**config.mk**
```make
export PLATFORM = sky130hd
export DESIGN_NAME = meter_time_counter
export DESIGN_NICKNAME = d
export VERILOG_FILES = /design/src/rtl/meter_time_counter.sv
export SDC_FILE = /design/constraint.sdc
export NUM_CORES = 1
export LEC_CHECK = 0
export CELL_PAD_IN_SITES_DETAIL_PLACEMENT = 0
export CELL_PAD_IN_SITES_GLOBAL_PLACEMENT = 1
export CORE_MARGIN = 2
export CORE_UTILIZATION = 42
export DETAILED_ROUTE_END_ITERATION = 12
export PLACE_DENSITY = 0.82
export SYNTH_ARGS = -nofsm -noshare
export SYNTH_HDL_FRONTEND = slang
export SYNTH_SLANG_ARGS = --single-unit
```
**constraint.sdc**
```tcl
create_clock -name SYS_CLK -period 4.6 [get_ports SYS_CLK]
set_clock_uncertainty 0.05 [all_clocks]
set_input_delay 1.38 -clock SYS_CLK [delete_from_list [all_inputs] [get_ports SYS_CLK]]
set_output_delay 1.38 -clock SYS_CLK [all_outputs]
set_load 0.005 [all_outputs]
```
**src/rtl/meter_time_counter.sv**
```systemverilog
// Parking-meter countdown: button adds, held-switch presets, saturating COUNT, per-tick decrement.
// Optional display blink for low/expired time is compiled in when METER_BLINK_EN is defined.
module meter_time_counter #(
  parameter int CLK_HZ     = 100_000_000,
  parameter int TICK_HZ    = 1,
  parameter int WIDTH      = 16,
  parameter int MAX_COUNT  = 9999,
  parameter int ADD_U      = 60,
  parameter int ADD_L      = 120,
  parameter int ADD_R      = 180,
  parameter int ADD_D      = 300,
  parameter int PRESET0    = 10,
  parameter int PRESET1    = 205,
  parameter int LOW_THRESH = 180
) (
  input  logic             SYS_CLK,
  input  logic             RESET,
  input  logic             UP,
  input  logic             LEFT,
  input  logic             RIGHT,
  input  logic             DOWN,
  input  logic             SW0,
  input  logic             SW1,
  output logic [WIDTH-1:0] COUNT,
  output logic             EXPIRED,
  output logic             TICK,
  output logic             BLANK
);

  localparam int DIV   = CLK_HZ / TICK_HZ;
  localparam int DIV_W = (DIV > 1) ? $clog2(DIV) : 1;
  localparam int SUM_W = WIDTH + 3;

  typedef enum logic [1:0] {EMPTY, RUN, HOLD} state_t;

  state_t           state, state_next;
  logic [3:0]       btn_s1, btn_s2, btn_prev, btn_edge;
  logic [1:0]       sw_s1, sw_s2;
  logic [2:0]       sync_vld;
  logic [DIV_W-1:0] div, div_next;
  logic [WIDTH-1:0] count_next, add_sat;
  logic [SUM_W-1:0] add_sum;
  logic             hold_req, tick_int;

`ifdef METER_BLINK_EN
  localparam int HALF = DIV / 2;
  logic blink_q, blink_next;
`endif

  always_ff @(posedge SYS_CLK or posedge RESET) begin
    if (RESET) begin
      btn_s1   <= '0;
      btn_s2   <= '0;
      btn_prev <= '0;
      sw_s1    <= '0;
      sw_s2    <= '0;
      sync_vld <= '0;
    end else begin
      // NOTE: non-blocking assignments make every stage sample its pre-edge input, so the chain shifts exactly one stage per clock.
      btn_s1   <= {DOWN, RIGHT, LEFT, UP};
      btn_s2   <= btn_s1;
      btn_prev <= btn_s2;
      sw_s1    <= {SW1, SW0};
      sw_s2    <= sw_s1;
      sync_vld <= {sync_vld[1:0], 1'b1};
    end
  end

  // Edges stay masked until btn_prev holds a real post-reset sample, so a
  // button held through reset must go low and high again before it counts.
  assign btn_edge = btn_s2 & ~btn_prev & {4{sync_vld[2]}};
  assign hold_req = |sw_s2;
  assign tick_int = (state == RUN) && (div == DIV_W'(DIV - 1));

  assign add_sum = {3'b000, COUNT}
                 + (btn_edge[0] ? SUM_W'(ADD_U) : '0)
                 + (btn_edge[1] ? SUM_W'(ADD_L) : '0)
                 + (btn_edge[2] ? SUM_W'(ADD_R) : '0)
                 + (btn_edge[3] ? SUM_W'(ADD_D) : '0);
  assign add_sat = (add_sum > SUM_W'(MAX_COUNT)) ? WIDTH'(MAX_COUNT) : add_sum[WIDTH-1:0];

  always_comb begin
    // NOTE: defaults first so every path assigns every output and no latch is inferred.
    count_next = COUNT;
    state_next = state;
    if (hold_req) begin
      count_next = sw_s2[0] ? WIDTH'(PRESET0) : WIDTH'(PRESET1);
      state_next = HOLD;
    end else if (state == HOLD) begin
      state_next = (COUNT == '0) ? EMPTY : RUN;
    end else if (|btn_edge) begin
      count_next = add_sat;
      state_next = (add_sat == '0) ? EMPTY : RUN;
    end else if (tick_int && (COUNT != '0)) begin
      count_next = COUNT - WIDTH'(1);
      state_next = (COUNT == WIDTH'(1)) ? EMPTY : RUN;
    end
  end

  always_comb begin
    div_next = '0;
`ifdef METER_BLINK_EN
    blink_next = 1'b0;
`endif
    if (state == RUN) begin
      div_next = tick_int ? '0 : div + DIV_W'(1);
`ifdef METER_BLINK_EN
    end else if ((state == EMPTY) && (state_next == EMPTY)) begin
      // Expired: divider free-runs over half a period purely to pace the flash.
      div_next   = (div == DIV_W'(HALF - 1)) ? '0 : div + DIV_W'(1);
      blink_next = (div == DIV_W'(HALF - 1)) ? ~blink_q : blink_q;
`endif
    end
  end

  always_ff @(posedge SYS_CLK or posedge RESET) begin
    if (RESET) begin
      state   <= EMPTY;
      COUNT   <= '0;
      div     <= '0;
`ifdef METER_BLINK_EN
      blink_q <= 1'b0;
`endif
    end else begin
      state   <= state_next;
      COUNT   <= count_next;
      div     <= div_next;
`ifdef METER_BLINK_EN
      blink_q <= blink_next;
`endif
    end
  end

  assign EXPIRED = (COUNT == '0);
  assign TICK    = tick_int;

`ifdef METER_BLINK_EN
  assign BLANK = (state == EMPTY) ? blink_q
               : ((state == RUN) && (COUNT != '0) && (COUNT < WIDTH'(LOW_THRESH))
                  && (div >= DIV_W'(HALF)));
`else
  assign BLANK = 1'b0;
`endif

endmodule

```
* After elaboration in Yosys (flattened, before gate mapping)
Index checks and enable logic that the tools add are counted.
** Cells by class
- Add/subtract/negate cells :: 6
- Order comparisons :: 1
- Eq/ne operators :: 5
- Muxes and demuxes :: 19
- Bitwise gates (word level) :: 3
- Reductions and logical operators :: 10
** Operator list (number)
- $mux 16 :: 5
- $mux 27 :: 2
- $logic_not 16->1 :: 2
- $add 27x1->27 const B :: 1
- $eq 27x27->1 const B :: 1
- $add 18x8->19 :: 1
- $add 19x9->19 :: 1
- $gt 19x14->1 const B :: 1
- $add 17x7->18 :: 1
- $add 16x6->17 :: 1
- $eq 16x1->1 const B :: 1
- $mux 8 :: 2
- $reduce_bool 16->1 :: 1
- $sub 16x1->16 const B :: 1
- $mux 9 :: 1
- $and 4x4->4 :: 2
- $mux 2 :: 4
- $mux 7 :: 1
- $mux 6 :: 1
- $not 4->4 :: 1
- $reduce_bool 4->1 :: 1
- $reduce_or 4->1 :: 1
- $mux 1 :: 3
- $reduce_bool 3->1 :: 1
- other kinds (6) :: 7
** Storage, ports and cells
- Register bits :: 64
- Logic and storage cells :: 53

* Longest topological paths before layout
- Depth after elaboration :: 15
- Mapped depth :: 17
- Mapped depth without buffers :: 17

* Least setup slack after synthesis
OpenSTA, ideal clock, no wires.
- Path type :: reg-to-reg
- Start point :: register btn_prev[0]
- End point :: register COUNT[6]
- Setup time :: 99 ps
- Arrival :: 4225 ps
- Required time :: 4451 ps
- Slack :: 226 ps
- Stages on the path, launching flop included :: 16
- Path buffers :: 0
- Clock period less this slack :: 4374 ps
- Cells stage by stage :: dfrtp_1 -> nor2b_1 -> nand2_1 -> xnor2_1 -> ha_1 -> a21o_1 -> fa_1 -> fa_1 -> ha_1 -> a211o_1 -> a21o_1 -> a2111o_1 -> o2111a_1 -> o21ai_0 -> nand3_1 -> a311oi_1
** Between the ends
- Cells in the longest elaborated chain, start to end :: 13
- Elaborated cells on any way between the ends :: 16
** Ends and longest elaborated chain
- start, declared :: RTL line 37 : logic [3:0] btn_s1, btn_s2, btn_prev, btn_edge;
- start signal, assigned :: RTL line 62 : btn_prev <= btn_s2;
- $not 4->4 * :: RTL line 71 : assign btn_edge = btn_s2 & ~btn_prev & {4{sync_vld[2]}};
- $and 4x4->4 * (2 in series) :: RTL line 71
- $mux 6 :: RTL line 76 : + (btn_edge[0] ? SUM_W'(ADD_U) : '0)
- $add 16x6->17 :: RTL line 76
- $add 17x7->18 :: RTL line 77 : + (btn_edge[1] ? SUM_W'(ADD_L) : '0)
- $add 18x8->19 :: RTL line 78 : + (btn_edge[2] ? SUM_W'(ADD_R) : '0)
- $add 19x9->19 :: RTL line 79 : + (btn_edge[3] ? SUM_W'(ADD_D) : '0);
- $gt 19x14->1 :: RTL line 80 : assign add_sat = (add_sum > SUM_W'(MAX_COUNT)) ? WIDTH'(MAX_COUNT) : add_sum[WIDTH-1:0];
- $mux 16 :: RTL line 80
- $mux 16 :: RTL line 91 : end else if (|btn_edge) begin
- $mux 16 :: RTL line 89 : end else if (state == HOLD) begin
- $mux 16 :: RTL line 86 : if (hold_req) begin
- end signal, assigned :: RTL line 126 : COUNT <= count_next;
- end, declared :: RTL line 24 : output logic [WIDTH-1:0] COUNT,
Mark *: on every way between the ends. The rest lies on a longest branch, timed or not. The select of a mux whose other input is x is not followed.
A chain may end at the register's enable or synchronous reset.

* Worst setup path after layout
- Start point :: register btn_prev[0]
- End point :: register state[0]
** Between the ends
- Cells in the longest elaborated chain, start to end :: 15
- Elaborated cells on any way between the ends :: 17
** Ends and longest elaborated chain
- $not 4->4 * :: RTL line 71
- $and 4x4->4 * (2 in series) :: RTL line 71
- $mux 6 :: RTL line 76
- $add 16x6->17 :: RTL line 76
- $add 17x7->18 :: RTL line 77
- $add 18x8->19 :: RTL line 78
- $add 19x9->19 :: RTL line 79
- $gt 19x14->1 :: RTL line 80
- $mux 16 :: RTL line 80
- $logic_not 16->1 :: RTL line 93 : state_next = (add_sat == '0) ? EMPTY : RUN;
- $mux 1 :: RTL line 93
- $mux 2 :: RTL line 91
- $mux 2 :: RTL line 89
- $mux 2 :: RTL line 86
- end signal, assigned :: RTL line 125 : state <= state_next;
- end, declared :: RTL line 36 : state_t state, state_next;
Mark *: on every way between the ends. The rest lies on a longest branch, timed or not.

==> out/results.txt <==
status: finished, final reports clean
Post-synth EDFFs: 0
Tcrit/Tclk final: 0.959
Critical Path Fanout Max: 4
initial antenna violation count: 0
TritonCTS clock tree: built
Final min period: 4410 ps
Routed Antenna Nets: 0
Hold Path Class: reg -> reg
total track usage: 0.190
number of library cell types mapped by synthesis: 66
# diodes: 0
Initial Util: 0.428
yosys synthesis warning count: 0
first-pass GRT wire length: 16.1 mm
Mapped Avg Cell Area: 9.40 um2
PwrDens: 260 mW/mm2
Die ar.: 0.0107 mm2
Area growth syn-to-layout: 16.8%
crit-path cells: nor2b_2, nand2_2, xnor2_1, ha_1, a21o_1, fa_1, fa_2, fa_2, nand3_1, a211o_1, and4_1, o211ai_1, buf_4, buf_4, o41ai_1, a21oi_1
NumNets Final: 523
Non-Filler Instances: 616
Die W: 103 um
clk_lat worst skew: 340 ps
Mapped Area: 0.00414 mm2
WS Path Type: reg -> reg
I/O pins: 27
hold worst-path end: btn_s2[0]
Worst path max stage delay: 510 ps
Yosys reg bits: 64
core area: 0.00968 mm2
vias per inst: 5.61
endpoint class of the critical path: flop
FF-to-FF path depth: 16
Crit path required time: 4740 ps
Hold Fails Final Rpt: 0
total grt overflow: 0
Root Buffer: clkbuf_8
Critical R2R Launch: btn_prev[0]
R2R Setup Slk: 190 ps
Die Span Y: 103 um
post-synthesis sequential area ratio: 0.386
drt pass-1 iters: 5
vias in the first global route: 3272
Max-cap violations: 0
Synth Flop Type: dfrtp_1
Crit path max-delay family: adder cells
Critical R2R Capture: state[0]
Async SR Flop Fraction: 1.00
relative slew slack: 0.455
placed cells: 597
via count: 3455
cells after synthesis: 441
Hold Path Origin: btn_s1[0]
Fillers: 904
commonest non-fill, non-tap cell in the layout: dfrtp_1
drt wl/cell: 15.4 um
hold depth: 0
drt drc: 0
Clock Sinks: 64
CP Buf/Inv Count: 2
WHS: 297 ps
arrival time worst endpoint: 4550 ps
Initial DRC Count: 167
most frequent cells in the layout: 64 x dfrtp_1, 49 x nor2_1, 31 x ha_1, 28 x nand2_1, 25 x clkdlybuf4s50_1
largest net degree at the start of global routing: 65
cts-stage hold buffer count: 0
Num CTS Buffers: 9
startpoint types: flop
Clock Path Buffers: 2
Final Max Slew Viols: 0
Synth Net Count: 486
measured slew at the worst slew-check pin: 816 ps
DP HPWL: 7.03 mm
layout cells sized above 1: 0.101
clock slew at reported path FFs: 80 ps
final WL: 9.48 mm
Max rail drop VDD: 0.000168 V
worst-path cell with the longest stage delay: fa_1
port buffer count: 25
leak pwr: 2.06 nW
f_max: 227 MHz
H-tree levels: 3
Rows: 36
endpoints failing setup: 0
gpl congestion: 0.888
==> Yosys cell counts, types with 5 or more instances <==
| master | count | area share |
|---|---|---|
| dfrtp_1 | 64 | 0.39 |
| nor2_1 | 49 | 0.044 |
| ha_1 | 32 | 0.097 |
| nand2_1 | 29 | 0.026 |
| xnor2_1 | 24 | 0.051 |
| nand3_1 | 22 | 0.027 |
| inv_1 | 19 | 0.017 |
| nor3_1 | 19 | 0.023 |
| a21oi_1 | 16 | 0.019 |
| xor2_1 | 12 | 0.025 |
| nand4_1 | 11 | 0.017 |
| clkbuf_1 | 10 | 0.0091 |
| a21o_1 | 9 | 0.016 |
| o21ai_0 | 8 | 0.0097 |
| and2_1 | 7 | 0.011 |
| nor2b_1 | 7 | 0.011 |
| o21ai_1 | 7 | 0.0085 |
| and3_1 | 5 | 0.0075 |
| fa_1 | 5 | 0.024 |
| nor4_1 | 5 | 0.0075 |
| o211ai_1 | 5 | 0.0091 |
==> worst max path at each step <==
stage                           start         to  cells past startpoint
after floorplan           btn_prev[0]   COUNT[6]                     15
after global placement    btn_prev[0]   COUNT[4]                     15
after detailed placement  btn_prev[0]   COUNT[4]                     15
after CTS                 btn_prev[0]   COUNT[4]                     15
after global routing        btn_s2[0]  COUNT[10]                     16
final                     btn_prev[0]   state[0]                     16
==> registers in the layout, summed over array words and instances, names as in the netlist <==
| signal | count |
|---|---|
| sync_vld | 3 |
| btn_s2 | 4 |
| btn_prev | 4 |
| div | 27 |
| sw_s1 | 2 |
| COUNT | 16 |
| state | 2 |
| btn_s1 | 4 |
| sw_s2 | 2 |
==> metal layers <==
metal,vias to the layer above,global-route usage,part of all wire
met3,14,0.0376,0.043
met1,1658,0.268,0.48
met4,0,0.0466,0.013
li1,1685,-,-
met5,-,0,0
met2,98,0.303,0.46
==> cell families after synthesis <==
kind of cell    count (synthesis)  synth area share
buf+inv                        32            0.0308
compound gates                 90             0.162
fa+ha+maj                      37             0.121
flops                          64             0.386
simple gates                  180             0.223
other cells                     2           0.00181
xor+xnor                       36            0.0761
==> cell type report <==
class,count,area (um2),area share
Multi-Input combinational cell,345,2450,0.507
Sequential cell,64,1600,0.331
Timing Repair Buffer,38,348,0.0718
Tap cell,133,166,0.0344
Clock buffer,10,128,0.0264
Inverter,20,75.1,0.0155
Clock inverter,6,70.1,0.0145
==> worst register-to-register path, delay by kind of cell (launching register included) <==
| family | cells | cell delay [ps] |
|---|---|---|
| fa+ha+maj | 4 | 1630 |
| compound gates | 5 | 1140 |
| simple gates | 4 | 580 |
| flops | 1 | 390 |
| buf+inv | 2 | 330 |
| xor+xnor | 1 | 150 |
==> per-stage QoR <==
step	worst slack, ps	total power [mW]	util	instance area [um2]	setup TNS [ps]
detailed placement	-13.2	0.777	0.474	4590	-13.2
global route	-40.0	1.32	0.500	4840	-66.8
finish	189	1.26	0.500	4840	0
floorplan	226	0.720	-	4140	0
CTS	79.9	1.26	0.494	4790	0
global placement	70.6	0.774	0.474	4590	0
==> where the power goes <==
part	switching, mW	total (mW)	internal (mW)
combinational	0.104	0.179	0.0753
sequential	0.0175	0.594	0.577
clock	0.236	0.488	0.252
total	0.357	1.26	0.904
==> repair_timing <==
| item | in CTS | in global routing |
|---|---|---|
| resized for setup | 1 | 7 |
| pin swaps | 0 | 3 |
| setup buffers | 0 | 3 |
| setup endpoints to repair | 5 | 14 |
(Power assumes the default switching activity.)
